`config.mk`:
```
export PLATFORM = sky130hd
export DESIGN_NAME = reg_writeback_ctrl_flat
export DESIGN_NICKNAME = d
export VERILOG_FILES = /design/src/rtl/reg_writeback_ctrl_if.sv /design/src/rtl/reg_writeback_ctrl.sv /design/src/flat_wrapper.sv
export SDC_FILE = /design/constraint.sdc
export NUM_CORES = 1
export LEC_CHECK = 0
export CAP_MARGIN = 0
export CORE_UTILIZATION = 50
export CTS_CLUSTER_SIZE = 10
export DETAILED_ROUTE_END_ITERATION = 8
export GPL_TIMING_DRIVEN = 1
export HOLD_SLACK_MARGIN = 0.15
export PLACE_DENSITY = 0.76
export SETUP_SLACK_MARGIN = 0.3
export SLEW_MARGIN = 10
export SYNTH_ARGS = -nofsm -noshare
export SYNTH_HDL_FRONTEND = slang
export SYNTH_SLANG_ARGS = --single-unit
export TNS_END_PERCENT = 30
```
`constraint.sdc`:
```
create_clock -name clk -period 10.65 [get_ports clk]
set_input_delay 2.13 -clock clk [delete_from_list [all_inputs] [get_ports clk]]
set_output_delay 2.13 -clock clk [all_outputs]
set_load 0.01 [all_outputs]
```
`src/rtl/reg_writeback_ctrl_if.sv`:
```
// Handshake and register-file bundle between the writeback requesters and the
// write-side controller. The controller sits on the slave modport.
interface reg_writeback_ctrl_if;
    logic        mem_valid;
    logic        mem_ready;
    logic [3:0]  mem_addr;
    logic [15:0] mem_data;
    logic        alu_valid;
    logic        alu_ready;
    logic [3:0]  alu_addr;
    logic [15:0] alu_data;
    logic [3:0]  Caddr;
    logic [15:0] C;
    logic        load;
    logic [3:0]  Aaddr;
    logic [3:0]  Baddr;
    logic [15:0] A_rf;
    logic [15:0] B_rf;
    logic [15:0] A;
    logic [15:0] B;

    modport master (
        output mem_valid, mem_addr, mem_data,
        output alu_valid, alu_addr, alu_data,
        output Aaddr, Baddr, A_rf, B_rf,
        input  mem_ready, alu_ready, Caddr, C, load, A, B
    );

    modport slave (
        input  mem_valid, mem_addr, mem_data,
        input  alu_valid, alu_addr, alu_data,
        input  Aaddr, Baddr, A_rf, B_rf,
        output mem_ready, alu_ready, Caddr, C, load, A, B
    );
endinterface

```
`src/rtl/reg_writeback_ctrl.sv`:
```
// In-order writeback FIFO for the 16x16 register file: merges mem/ALU writes,
// drains one per cycle and forwards pending values onto the A/B read ports.
module reg_writeback_ctrl #(
    parameter int DEPTH = 4
) (
    input  logic                 clk,
    input  logic                 nClear,
    reg_writeback_ctrl_if.slave  bus
);

    localparam int          PW   = (DEPTH > 1) ? $clog2(DEPTH) : 1;
    localparam logic [PW:0] FULL = (PW+1)'(DEPTH);

    logic [3:0]    entryAddr_q [DEPTH];
    logic [15:0]   entryData_q [DEPTH];
    logic [PW-1:0] rdPtr_q, rdPtr_d;
    logic [PW-1:0] wrPtr_q, wrPtr_d;
    logic [PW:0]   count_q, count_d;
    logic [PW:0]   free;
    logic [PW-1:0] aluSlot;
    logic [PW-1:0] scanSlot;
    logic          memPush, aluPush, pop;

    // Readies look only at the occupancy at the start of the cycle, so a pop
    // happening on this edge never lends a slot to a new request.
    always_comb begin
        free          = FULL - count_q;
        bus.mem_ready = nClear & (free >= (PW+1)'(1));
        bus.alu_ready = nClear & (free >= (bus.mem_valid ? (PW+1)'(2) : (PW+1)'(1)));
        memPush       = bus.mem_valid & bus.mem_ready & (bus.mem_addr != 4'd0);
        aluPush       = bus.alu_valid & bus.alu_ready & (bus.alu_addr != 4'd0);
        pop           = (count_q != '0);
        aluSlot       = wrPtr_q + PW'(memPush);
        wrPtr_d       = wrPtr_q + PW'(memPush) + PW'(aluPush);
        rdPtr_d       = rdPtr_q + PW'(pop);
        count_d       = count_q + (PW+1)'(memPush) + (PW+1)'(aluPush) - (PW+1)'(pop);
    end

    always_ff @(posedge clk or negedge nClear) begin
        if (!nClear) begin
            rdPtr_q <= '0;
            wrPtr_q <= '0;
            count_q <= '0;
        end else begin
            rdPtr_q <= rdPtr_d;
            wrPtr_q <= wrPtr_d;
            count_q <= count_d;
        end
    end

    // The mem entry lands first so it retires ahead of a same-cycle ALU write.
    always_ff @(posedge clk) begin
        if (memPush) begin
            entryAddr_q[wrPtr_q] <= bus.mem_addr;
            entryData_q[wrPtr_q] <= bus.mem_data;
        end
        if (aluPush) begin
            entryAddr_q[aluSlot] <= bus.alu_addr;
            entryData_q[aluSlot] <= bus.alu_data;
        end
    end

    always_comb begin
        bus.load  = (count_q != '0);
        bus.Caddr = bus.load ? entryAddr_q[rdPtr_q] : 4'd0;
        bus.C     = bus.load ? entryData_q[rdPtr_q] : 16'd0;
    end

    // Scan oldest to youngest so the last hit is the youngest pending value.
    always_comb begin
        bus.A    = bus.A_rf;
        bus.B    = bus.B_rf;
        scanSlot = '0;
        for (int i = 0; i < DEPTH; i++) begin
            scanSlot = rdPtr_q + PW'(i);
            if ((PW+1)'(i) < count_q) begin
                if ((bus.Aaddr != 4'd0) && (entryAddr_q[scanSlot] == bus.Aaddr)) begin
                    bus.A = entryData_q[scanSlot];
                end
                if ((bus.Baddr != 4'd0) && (entryAddr_q[scanSlot] == bus.Baddr)) begin
                    bus.B = entryData_q[scanSlot];
                end
            end
        end
    end

endmodule

```
`src/flat_wrapper.sv`:
```
// flat-port wrapper written by rule: the top's interface ports become plain ports
module reg_writeback_ctrl_flat 
#(
    parameter int DEPTH = 4
)
  (clk, nClear, bus_mem_valid, bus_mem_addr, bus_mem_data, bus_alu_valid, bus_alu_addr, bus_alu_data, bus_Aaddr, bus_Baddr, bus_A_rf, bus_B_rf, bus_mem_ready, bus_alu_ready, bus_Caddr, bus_C, bus_load, bus_A, bus_B);
  reg_writeback_ctrl_if bus_i ();
  input  logic clk;
  input  logic nClear;
  input wire logic [$bits(bus_i.mem_valid)-1:0] bus_mem_valid;
  input wire logic [$bits(bus_i.mem_addr)-1:0] bus_mem_addr;
  input wire logic [$bits(bus_i.mem_data)-1:0] bus_mem_data;
  input wire logic [$bits(bus_i.alu_valid)-1:0] bus_alu_valid;
  input wire logic [$bits(bus_i.alu_addr)-1:0] bus_alu_addr;
  input wire logic [$bits(bus_i.alu_data)-1:0] bus_alu_data;
  input wire logic [$bits(bus_i.Aaddr)-1:0] bus_Aaddr;
  input wire logic [$bits(bus_i.Baddr)-1:0] bus_Baddr;
  input wire logic [$bits(bus_i.A_rf)-1:0] bus_A_rf;
  input wire logic [$bits(bus_i.B_rf)-1:0] bus_B_rf;
  output wire logic [$bits(bus_i.mem_ready)-1:0] bus_mem_ready;
  output wire logic [$bits(bus_i.alu_ready)-1:0] bus_alu_ready;
  output wire logic [$bits(bus_i.Caddr)-1:0] bus_Caddr;
  output wire logic [$bits(bus_i.C)-1:0] bus_C;
  output wire logic [$bits(bus_i.load)-1:0] bus_load;
  output wire logic [$bits(bus_i.A)-1:0] bus_A;
  output wire logic [$bits(bus_i.B)-1:0] bus_B;
  assign bus_i.mem_valid = bus_mem_valid;
  assign bus_i.mem_addr = bus_mem_addr;
  assign bus_i.mem_data = bus_mem_data;
  assign bus_i.alu_valid = bus_alu_valid;
  assign bus_i.alu_addr = bus_alu_addr;
  assign bus_i.alu_data = bus_alu_data;
  assign bus_i.Aaddr = bus_Aaddr;
  assign bus_i.Baddr = bus_Baddr;
  assign bus_i.A_rf = bus_A_rf;
  assign bus_i.B_rf = bus_B_rf;
  assign bus_mem_ready = bus_i.mem_ready;
  assign bus_alu_ready = bus_i.alu_ready;
  assign bus_Caddr = bus_i.Caddr;
  assign bus_C = bus_i.C;
  assign bus_load = bus_i.load;
  assign bus_A = bus_i.A;
  assign bus_B = bus_i.B;
  reg_writeback_ctrl #(.DEPTH(DEPTH)) u_core (.clk(clk), .nClear(nClear), .bus(bus_i));
endmodule
```
### Word-level counts from Yosys, hierarchy flattened

Memory sizes are Yosys's and may differ from the RTL's.
Cells that the tools add are included.

* flip-flop bits (word level): 7
* memory bits (writable): 80
* bits of input ports: 84
* output and inout port bits: 55
* logic and storage cells: 71
* memories: 2

* $add $sub $neg: 10
* order comparisons: 6
* equal/unequal tests: 8
* muxes and demuxes: 23
* bitwise logic cells: 6
* reductions and logical operators: 13

Memories
* u_core.entryData_q: depth 4, bits a word 16, read ports 4, clocked after Yosys merged registers in 0, wr ports 2, line reg_writeback_ctrl.sv:15 `logic [15:0] entryData_q [DEPTH];`
* u_core.entryAddr_q: depth 4, bits a word 4, read ports 4, clocked after Yosys merged registers in 0, wr ports 2, line reg_writeback_ctrl.sv:14 `logic [3:0] entryAddr_q [DEPTH];`

Operators with widths (number)
* $mux 16: 17
* $eq 4x4->1: 8
* $reduce_bool 4->1: 4
* $logic_and 1x1->1: 8
* $add 2x1->2: 3
* $add 3x1->3: 2
* $and 1x1->1: 6
* $lt 1x3->1 const A: 2
* $lt 2x3->1 const A: 2
* $add 2x2->2 const B: 2
* $mux 1: 4
* $mux 4: 1
* $ge 3x1->1 const B: 1
* $ge 3x3->1: 1
* $reduce_bool 3->1: 1
* $sub 3x1->3: 1
* $sub 3x3->3 const A: 1
* $add 2x1->2 const B: 1
* $mux 2: 1

### Depth between registers and ports, before layout

Gate-level depths: netlist (run 1).
An unclocked memory read counts as a cell.

* depth after elaboration: 11
* mapped depth: 12
* gate-level depth less buffers: 12

### Worst setup path after synthesis (run 1)

Ideal clock, no wire load.

* path kind: in2out
* start: input bus_Baddr[1]
* end: output bus_B[14]
* arrival: 3.895 ns
* required time: 8.520 ns
* path slack: 4.625 ns
* stages on the path: 7
* buffers on the path: 2
* path through: buf_1 -> nor3_1 -> or3_1 -> a2111oi_2 -> nand2_1 -> buf_2 -> a31oi_1

* cells in the longest elaborated chain, start to end: 10
* elaborated cells on any way between the ends: 17
* those cells by class: 4 x eq/ne; 8 x mux; 5 x reduce/logical

RTL lines
* start: declaration: line flat_wrapper.sv:17 `input wire logic [$bits(bus_i.Baddr)-1:0] bus_Baddr;`
* $eq 4x4->1 / $reduce_bool 4->1 (equally long branches): line reg_writeback_ctrl.sv:80 `if ((bus.Baddr != 4'd0) && (entryAddr_q[scanSlot] == bus.Baddr)) begin`
* $logic_and 1x1->1: line reg_writeback_ctrl.sv:80
* $mux 16: line reg_writeback_ctrl.sv:80
* $mux 16: line reg_writeback_ctrl.sv:76 `if ((PW+1)'(i) < count_q) begin`
* $mux 16: line reg_writeback_ctrl.sv:80
* $mux 16: line reg_writeback_ctrl.sv:76
* $mux 16: line reg_writeback_ctrl.sv:80
* $mux 16: line reg_writeback_ctrl.sv:76
* $mux 16: line reg_writeback_ctrl.sv:80
* $mux 16 (*): line reg_writeback_ctrl.sv:76
* end: declaration: line flat_wrapper.sv:26 `output wire logic [$bits(bus_i.B)-1:0] bus_B;`

Every way passes the cells marked *; elsewhere a longest branch is shown, timed or not.

### Final worst setup path (run 1)

* start: input bus_Aaddr[3]
* end: output bus_A[15]

* cells in the longest elaborated chain, start to end: 10
* elaborated cells on any way between the ends: 17
* those cells by class: 4 x eq/ne; 8 x mux; 5 x reduce/logical

RTL lines
* start: declaration: line flat_wrapper.sv:16 `input wire logic [$bits(bus_i.Aaddr)-1:0] bus_Aaddr;`
* $eq 4x4->1 / $reduce_bool 4->1 (equally long branches): line reg_writeback_ctrl.sv:77 `if ((bus.Aaddr != 4'd0) && (entryAddr_q[scanSlot] == bus.Aaddr)) begin`
* $logic_and 1x1->1: line reg_writeback_ctrl.sv:77
* $mux 16: line reg_writeback_ctrl.sv:77
* $mux 16: line reg_writeback_ctrl.sv:76
* $mux 16: line reg_writeback_ctrl.sv:77
* $mux 16: line reg_writeback_ctrl.sv:76
* $mux 16: line reg_writeback_ctrl.sv:77
* $mux 16: line reg_writeback_ctrl.sv:76
* $mux 16: line reg_writeback_ctrl.sv:77
* $mux 16 (*): line reg_writeback_ctrl.sv:76
* end: declaration: line flat_wrapper.sv:25 `output wire logic [$bits(bus_i.A)-1:0] bus_A;`

Marked as above.

==> flow_metrics.py, run 1 <==
metrics = {
    "clock_tree": {
        "hold_buffers": 0,
        "cts_inserted_buffers": 9,
        "cts-resized-gates": 0,
        "htree_levels": 3,
        "path_clk_slew_ps": 60,
        "cts.path.max_buffers": 2,
        "cts_tree": "yes",
        "root_buffer": "clkbuf_16",
        "post_cts_buffers": 0,
        "numClockSinks": 87,
        "worstSkewPairLatency_ps": 340,
    },
    "timing": {
        "setup_violations": 0,
        "worst_pin_slew_ps": 1200,
        "max-slew-margin-rel_pct": 20.0,
        "finalCritPeriodShare_pct": 72.1,
        "fin_setup_tns_ps": 0,
        "fin_crit_ps": 7680,
        "slew_viol_final": 0,
        "fin_ws_ps": 2970,
        "hold_ws_ps": 546,
        "fmax_mhz": 130,
        "clock_skew_ps": 4.74,
        "rsz0062_at_grt": "no",
        "hold_viol": 0,
    },
    "worst_setup_path": {
        "crit_chain": "clkdlybuf4s50_1 -> nor3_1 -> nor3_1 -> o2111ai_2 -> nand2b_1 -> a211oi_1 -> o31ai_1 -> clkdlybuf4s50_1",
        "timing.rr.start": "u_core.count_q[0]$_DFF_PN0_",
        "end_kind": "output pin",
        "crit_fanout": 17,
        "slowest_stage": "nand2b_1",
        "rrSetupSlack_ps": 6950,
        "r2r_end": "u_core.entryData_q[0][15]$_DFFE_PP_",
        "slowest_delay_ps": 720,
        "cp.required_ps": 8520,
        "cp.arrival_ps": 5550,
        "critical_path_buf_inv_count": 2,
        "rr_worst_depth": 11,
        "cp-start-kind": "input port",
        "crit_family": "compound AO/OA/AOI/OAI gates",
        "critPathKind": "in -> out",
    },
    "logic_synthesis": {
        "yosysMostFrequentCell": "mux2_2",
        "ys.flop_type": "edfxtp_1",
        "synth_seq_cells": 87,
        "synth_top_area_share_pct": 30.8,
        "synth_common_cells": "mux2_2 (111), edfxtp_1 (80), nor2_1 (69)",
        "synthArstFlopShare_pct": 8.05,
        "synth_cells": 797,
        "synthTopCellsByArea": "edfxtp_1 (31%), mux2_2 (16%), mux2i_1 (4.9%)",
        "syn-cell-area_sq_um": 7800,
        "ys.warnings.count": 0,
        "avgSynthCellArea_sq_um": 9.79,
        "syn-num-nets": 894,
        "synth_top_area_cell": "edfxtp_1",
        "synth_edf_count": 80,
        "yosysSeqAreaShare_pct": 33.0,
        "synthDistinctLibCells": 61,
    },
    "job": {
        "maxCapViolations": 0,
    },
    "hold_path": {
        "worstHoldEndpoint": "u_core.rdPtr_q[1]$_DFF_PN0_",
        "holdPathStages": 1,
        "min-delay-start": "u_core.rdPtr_q[1]$_DFF_PN0_",
        "min_path_type": "reg -> reg",
    },
    "outcome": {
        "status": "finished, final reports clean",
    },
    "pwr": {
        "ir_drop_mv": 0.137,
        "p_leak_nw": 3.29,
        "powerDensity_nw_per_um2": 294,
    },
    "finish": {
        "antennaDiodeCount": 0,
        "nets": 988,
        "instances_no_fill": 1084,
        "fill_cells": 1226,
        "final_layout_size_suffix_gt1_share_pct": 21.3,
        "area_growth_pct": 22.0,
    },
    "floorplanning": {
        "initial_core_util_pct": 51.3,
        "dieArea_sq_um": 16100,
        "core_area_sq_um": 15200,
        "ios": 139,
        "die-width_um": 127,
        "fp.dieH_um": 127,
        "rows": 45,
    },
    "route": {
        "drc": 0,
        "wl_per_cell_um": 19.8,
        "dr.pass1.iters": 5,
        "detail-route-antenna-nets": 0,
        "viasPerCell": 6.18,
        "vias": 6700,
        "drt_iter0_drc": 885,
        "wirelength_um": 21500,
    },
    "global_routing": {
        "grt_remaining_overflow": 0,
        "grt_max_degree": 82,
        "grt_usage_pct": 26.8,
        "grt_pass1_wl_um": 33400,
        "antenna_found_initial": 0,
        "grt_pass1_vias": 5965,
    },
    "placement": {
        "place_ws_ps": 3040,
        "dp_hpwl_um": 16000,
        "io_buffers": 138,
        "place_inst": 1068,
        "gp_congestion": 0.961,
    },
}
## cell families after synthesis
kind of cell | synth area share [%]
buffers and inverters | 5.05
xor gates and xnor gates | 3.59
and+or+nand+nor | 13.1
adders and majority gates | 2.28
AOI/OAI and AO/OA | 17.3
DFF | 33.0
muxes | 25.7
## layout make-up
class / instances / area, sq um / share of cell area (%)
clock inverters: 7 / 104 / 1.09
multi-input cells: 627 / 4840 / 50.9
clock buffers: 9 / 225 / 2.37
flip-flops and latches: 87 / 2580 / 27.1
inverters: 17 / 63.8 / 0.670
repair buffers: 149 / 1460 / 15.4
well taps: 188 / 235 / 2.47
## layout by cell type, fill, tap and decap left out, types with 14 or more instances in the layout
| master | Yosys | final |
|---|---|---|
| nand2_1 | 58 | 58 |
| clkdlybuf4s50_1 | 0 | 138 |
| nor2_1 | 69 | 69 |
| mux4_2 | 16 | 16 |
| o21bai_1 | 19 | 18 |
| a21oi_1 | 32 | 32 |
| nor3_1 | 53 | 51 |
| mux2i_1 | 38 | 38 |
| edfxtp_1 | 80 | 80 |
| inv_1 | 16 | 16 |
| xnor2_1 | 17 | 17 |
| a31oi_1 | 32 | 32 |
| o211ai_1 | 14 | 14 |
| o21ai_0 | 49 | 47 |
| o21a_1 | 16 | 16 |
| mux2_2 | 111 | 111 |
## metrics by stage
stage / instance area [sq um] / util, % / total power, W
floorplan: 7800 / - / 0.00180
global placement: 9190 / 60.5 / 0.00241
detailed placement: 9190 / 60.5 / 0.00244
CTS: 9520 / 62.6 / 0.00278
global route: 9520 / 62.6 / 0.00297
finish: 9520 / 62.6 / 0.00280
## worst reg2reg max path: stages (launching register included)
cell and delay (ps):
dfrtp_1 420, inv_1 170, ha_1 240, ha_1 270
inv_1 50, o41a_1 430, and3_1 220, ha_1 360
nor3_2 200, buf_4 320, o21bai_2 350, buf_4 340
## layer usage
metal	vias up	GRT usage (%)	share of wire [%]	wire length [um]
met3	18	2.83	8.3	1780
met2	342	38.2	42	8980
met5	-	0	0	0
met4	0	6.30	1.0	218
met1	3180	42.8	49	10500
li1	3160	-	-	-
## flip-flops by register name (all words and copies together), names as in the netlist
signal	flops
u_core.rdPtr_q	2
u_core.entryAddr_q	16
u_core.count_q	3
u_core.entryData_q	64
u_core.wrPtr_q	2
## report_power, final
group          switching, W  total [W]  internal, W
Sequential        0.0000603   0.000547     0.000487
Clock              0.000133   0.000341     0.000208
Combinational       0.00106    0.00191     0.000855
Total               0.00125    0.00280      0.00155
## how the worst max path moves through the flow
stage,startpoint,endpoint,cells past startpoint
2_1_floorplan,bus_Baddr[1],bus_B[14],7
3_3_place_gp,bus_Aaddr[3],bus_A[0],8
3_5_place_dp,bus_Aaddr[3],bus_A[15],8
4_1_cts,bus_Aaddr[3],bus_A[15],8
5_1_grt,bus_Aaddr[3],bus_A[10],8
6_report,bus_Aaddr[3],bus_A[15],8
No activity file was read; power rests on OpenSTA's default activity.
==> inputs of run 2 (changes only) <==
==> constraint.sdc (replaced) <==
create_clock -name clk -period 7.3 [get_ports clk]
set_input_delay 1.46 -clock clk [delete_from_list [all_inputs] [get_ports clk]]
set_output_delay 1.46 -clock clk [all_outputs]
set_load 0.01 [all_outputs]
==> run 2 against run 1 <==
  * Global-route usage grew 0.31 points
  * Die area unchanged
  * Hold slack improved by 200 ps
  * First-iteration DRC count is 28% lower
  * Cell count down 0.37%
  * Clock-buffer cell count is 2 higher
  * Clock skew down 0.99 ps
  * Combinational power grew 45%
  * Critical path depth is the same
==> flow_metrics.py, run 2 (synthesis results as in run 1) <==
metrics = {
    "placement": {
        "place_ws_ps": 917,
        "placed_area_sq_um": 9180,
        "io_buffers": 138,
        "gp_congestion": 0.940,
        "dp_hpwl_um": 16000,
    },
    "worst_setup_path": {
        "startpoint": "bus_Aaddr[3]",
        "endpoint": "bus_A[15]",
        "cp-start-kind": "input port",
        "cp.required_ps": 5840,
        "crit_chain": "clkdlybuf4s50_1 -> nor3_1 -> nor3_1 -> o2111ai_2 -> nand2b_1 -> a211oi_1 -> o31ai_1 -> clkdlybuf4s50_1",
        "rrSetupSlack_ps": 3010,
        "rr_worst_depth": 11,
        "crit_fanout": 17,
        "critical_path_buf_inv_count": 2,
        "critPathKind": "in -> out",
        "slowest_delay_ps": 760,
        "r2r_end": "u_core.entryData_q[1][13]$_DFFE_PP_",
        "cp.arrival_ps": 4960,
        "timing.rr.start": "u_core.count_q[0]$_DFF_PN0_",
        "crit_cells": 8,
        "end_kind": "output pin",
        "slowest_stage": "nand2b_1",
        "crit_family": "compound AO/OA/AOI/OAI gates",
    },
    "finish": {
        "multiInputGateArea_sq_um": 4850,
        "antennaDiodeCount": 0,
        "max_flop_register": "u_core.entryData_q",
        "reg.largest.list": "u_core.entryData_q (64), u_core.entryAddr_q (16), u_core.count_q (3)",
        "area_growth_pct": 20.8,
        "regArea_sq_um": 2580,
        "fin_util_pct": 62.0,
        "largest_reg_flops": 64,
        "layout_common_cells": "clkdlybuf4s50_1 (138), mux2_2 (111), edfxtp_1 (80)",
        "final_area_sq_um": 9420,
        "final_common_cell": "clkdlybuf4s50_1",
        "fill_cells": 1278,
        "nets": 986,
        "final_layout_size_suffix_gt1_share_pct": 20.6,
    },
    "clock_tree": {
        "htree_levels": 3,
        "worstSkewPairLatency_ps": 330,
        "hold_buffers": 0,
        "post_cts_buffers": 0,
        "cts_tree": "yes",
        "cts-resized-gates": 0,
        "root_buffer": "clkbuf_16",
        "numClockSinks": 87,
        "path_clk_slew_ps": 60,
        "cts_inserted_buffers": 9,
        "cts.path.max_buffers": 2,
    },
    "timing": {
        "max-slew-margin-rel_pct": 18.4,
        "rsz0062_at_grt": "no",
        "finalCritPeriodShare_pct": 87.9,
        "setup_violations": 0,
        "worst_pin_slew_ps": 1220,
        "fin_ws_ps": 884,
        "fin_setup_tns_ps": 0,
        "clock_skew_ps": 3.75,
        "fin_crit_ps": 6420,
        "slew_viol_final": 0,
        "hold_viol": 0,
        "fmax_mhz": 156,
    },
    "route": {
        "drt_iter0_drc": 641,
        "detail-route-antenna-nets": 0,
        "vias": 6575,
        "dr.pass1.iters": 5,
        "wl_per_cell_um": 19.8,
        "drc": 0,
        "viasPerCell": 6.09,
        "wirelength_um": 21400,
    },
    "floorplanning": {
        "dieArea_sq_um": 16100,
        "die-width_um": 127,
        "fp.dieH_um": 127,
        "core_area_sq_um": 15200,
        "initial_core_util_pct": 51.3,
        "ios": 139,
        "rows": 45,
    },
    "pwr": {
        "p_leak_nw": 3.25,
        "p_total_w": 0.00398,
        "p_comb_share_pct": 69.3,
        "powerDensity_nw_per_um2": 423,
        "p_seq_share_pct": 20.9,
        "swShare_pct": 45.3,
        "power.switching_w": 0.00180,
        "p_int_w": 0.00218,
        "pwr-share-clk_pct": 9.9,
        "ir_drop_mv": 0.154,
    },
    "global_routing": {
        "grt_remaining_overflow": 0,
        "grt_max_degree": 68,
        "grt_pass1_vias": 6087,
        "grt_usage_pct": 27.1,
        "grt_pass1_wl_um": 34100,
        "antenna_found_initial": 0,
    },
    "hold_path": {
        "min_path_type": "reg -> reg",
        "holdPathStages": 2,
    },
    "job": {
        "maxCapViolations": 0,
    },
    "outcome": {
        "status": "finished, final reports clean",
    },
}
-- run 2: per-layer routing --
metal | GRT usage (%) | vias up | wire [um]
met2 | 39.3 | 292 | 8980
li1 | - | 3155 | -
met3 | 3.96 | 19 | 1590
met1 | 42.4 | 3109 | 10600
met4 | 5.46 | 0 | 246
met5 | 0 | - | 0
-- run 2: worst min-delay path by stage --
stage | startpoint | to | slack [ps]
final | u_core.count_q[1]$_DFF_PN0_ | u_core.count_q[1]$_DFF_PN0_ | 740
after global routing | u_core.count_q[1]$_DFF_PN0_ | u_core.count_q[1]$_DFF_PN0_ | 800
after CTS | u_core.count_q[1]$_DFF_PN0_ | u_core.count_q[1]$_DFF_PN0_ | 750
after detailed placement | u_core.count_q[1]$_DFF_PN0_ | u_core.count_q[1]$_DFF_PN0_ | 740
after global placement | u_core.count_q[1]$_DFF_PN0_ | u_core.count_q[1]$_DFF_PN0_ | 730
after floorplan | u_core.rdPtr_q[0]$_DFF_PN0_ | u_core.rdPtr_q[0]$_DFF_PN0_ | 500
-- run 2: worst register-to-register path, stage by stage, from the launching register on --
cell and delay, ps:
dfrtp_1 400, inv_1 150, ha_1 230, ha_1 260
inv_1 50, o41a_1 440, and3_1 230, ha_1 230
xnor2_1 340, nand3_1 920, o21ai_1 330, buf_4 360
-- run 2: power by group through the flow --
stage	sequential (W)	combinational (W)	clock, W
floorplan	0.000763	0.00187	0
global placement	0.000831	0.00268	0
detailed placement	0.000840	0.00271	0
CTS	0.000831	0.00272	0.000394
global route	0.000852	0.00297	0.000414
finish	0.000832	0.00276	0.000393
-- run 2: metrics by stage --
step	hold WS [ps]	std cells
after floorplan	501	797
after global placement	729	1066
after detailed placement	739	1066
after CTS	752	1080
after global routing	800	1080
final	744	1080
-- run 2: area by class of cell --
| type | instances | area share [%] |
|---|---|---|
| flip-flops and latches | 87 | 27.4 |
| clock inverters | 3 | 0.133 |
| multi-input cells | 627 | 51.4 |
| inverters | 17 | 0.677 |
| well taps | 188 | 2.50 |
| clock buffers | 11 | 2.47 |
| repair buffers | 147 | 15.4 |
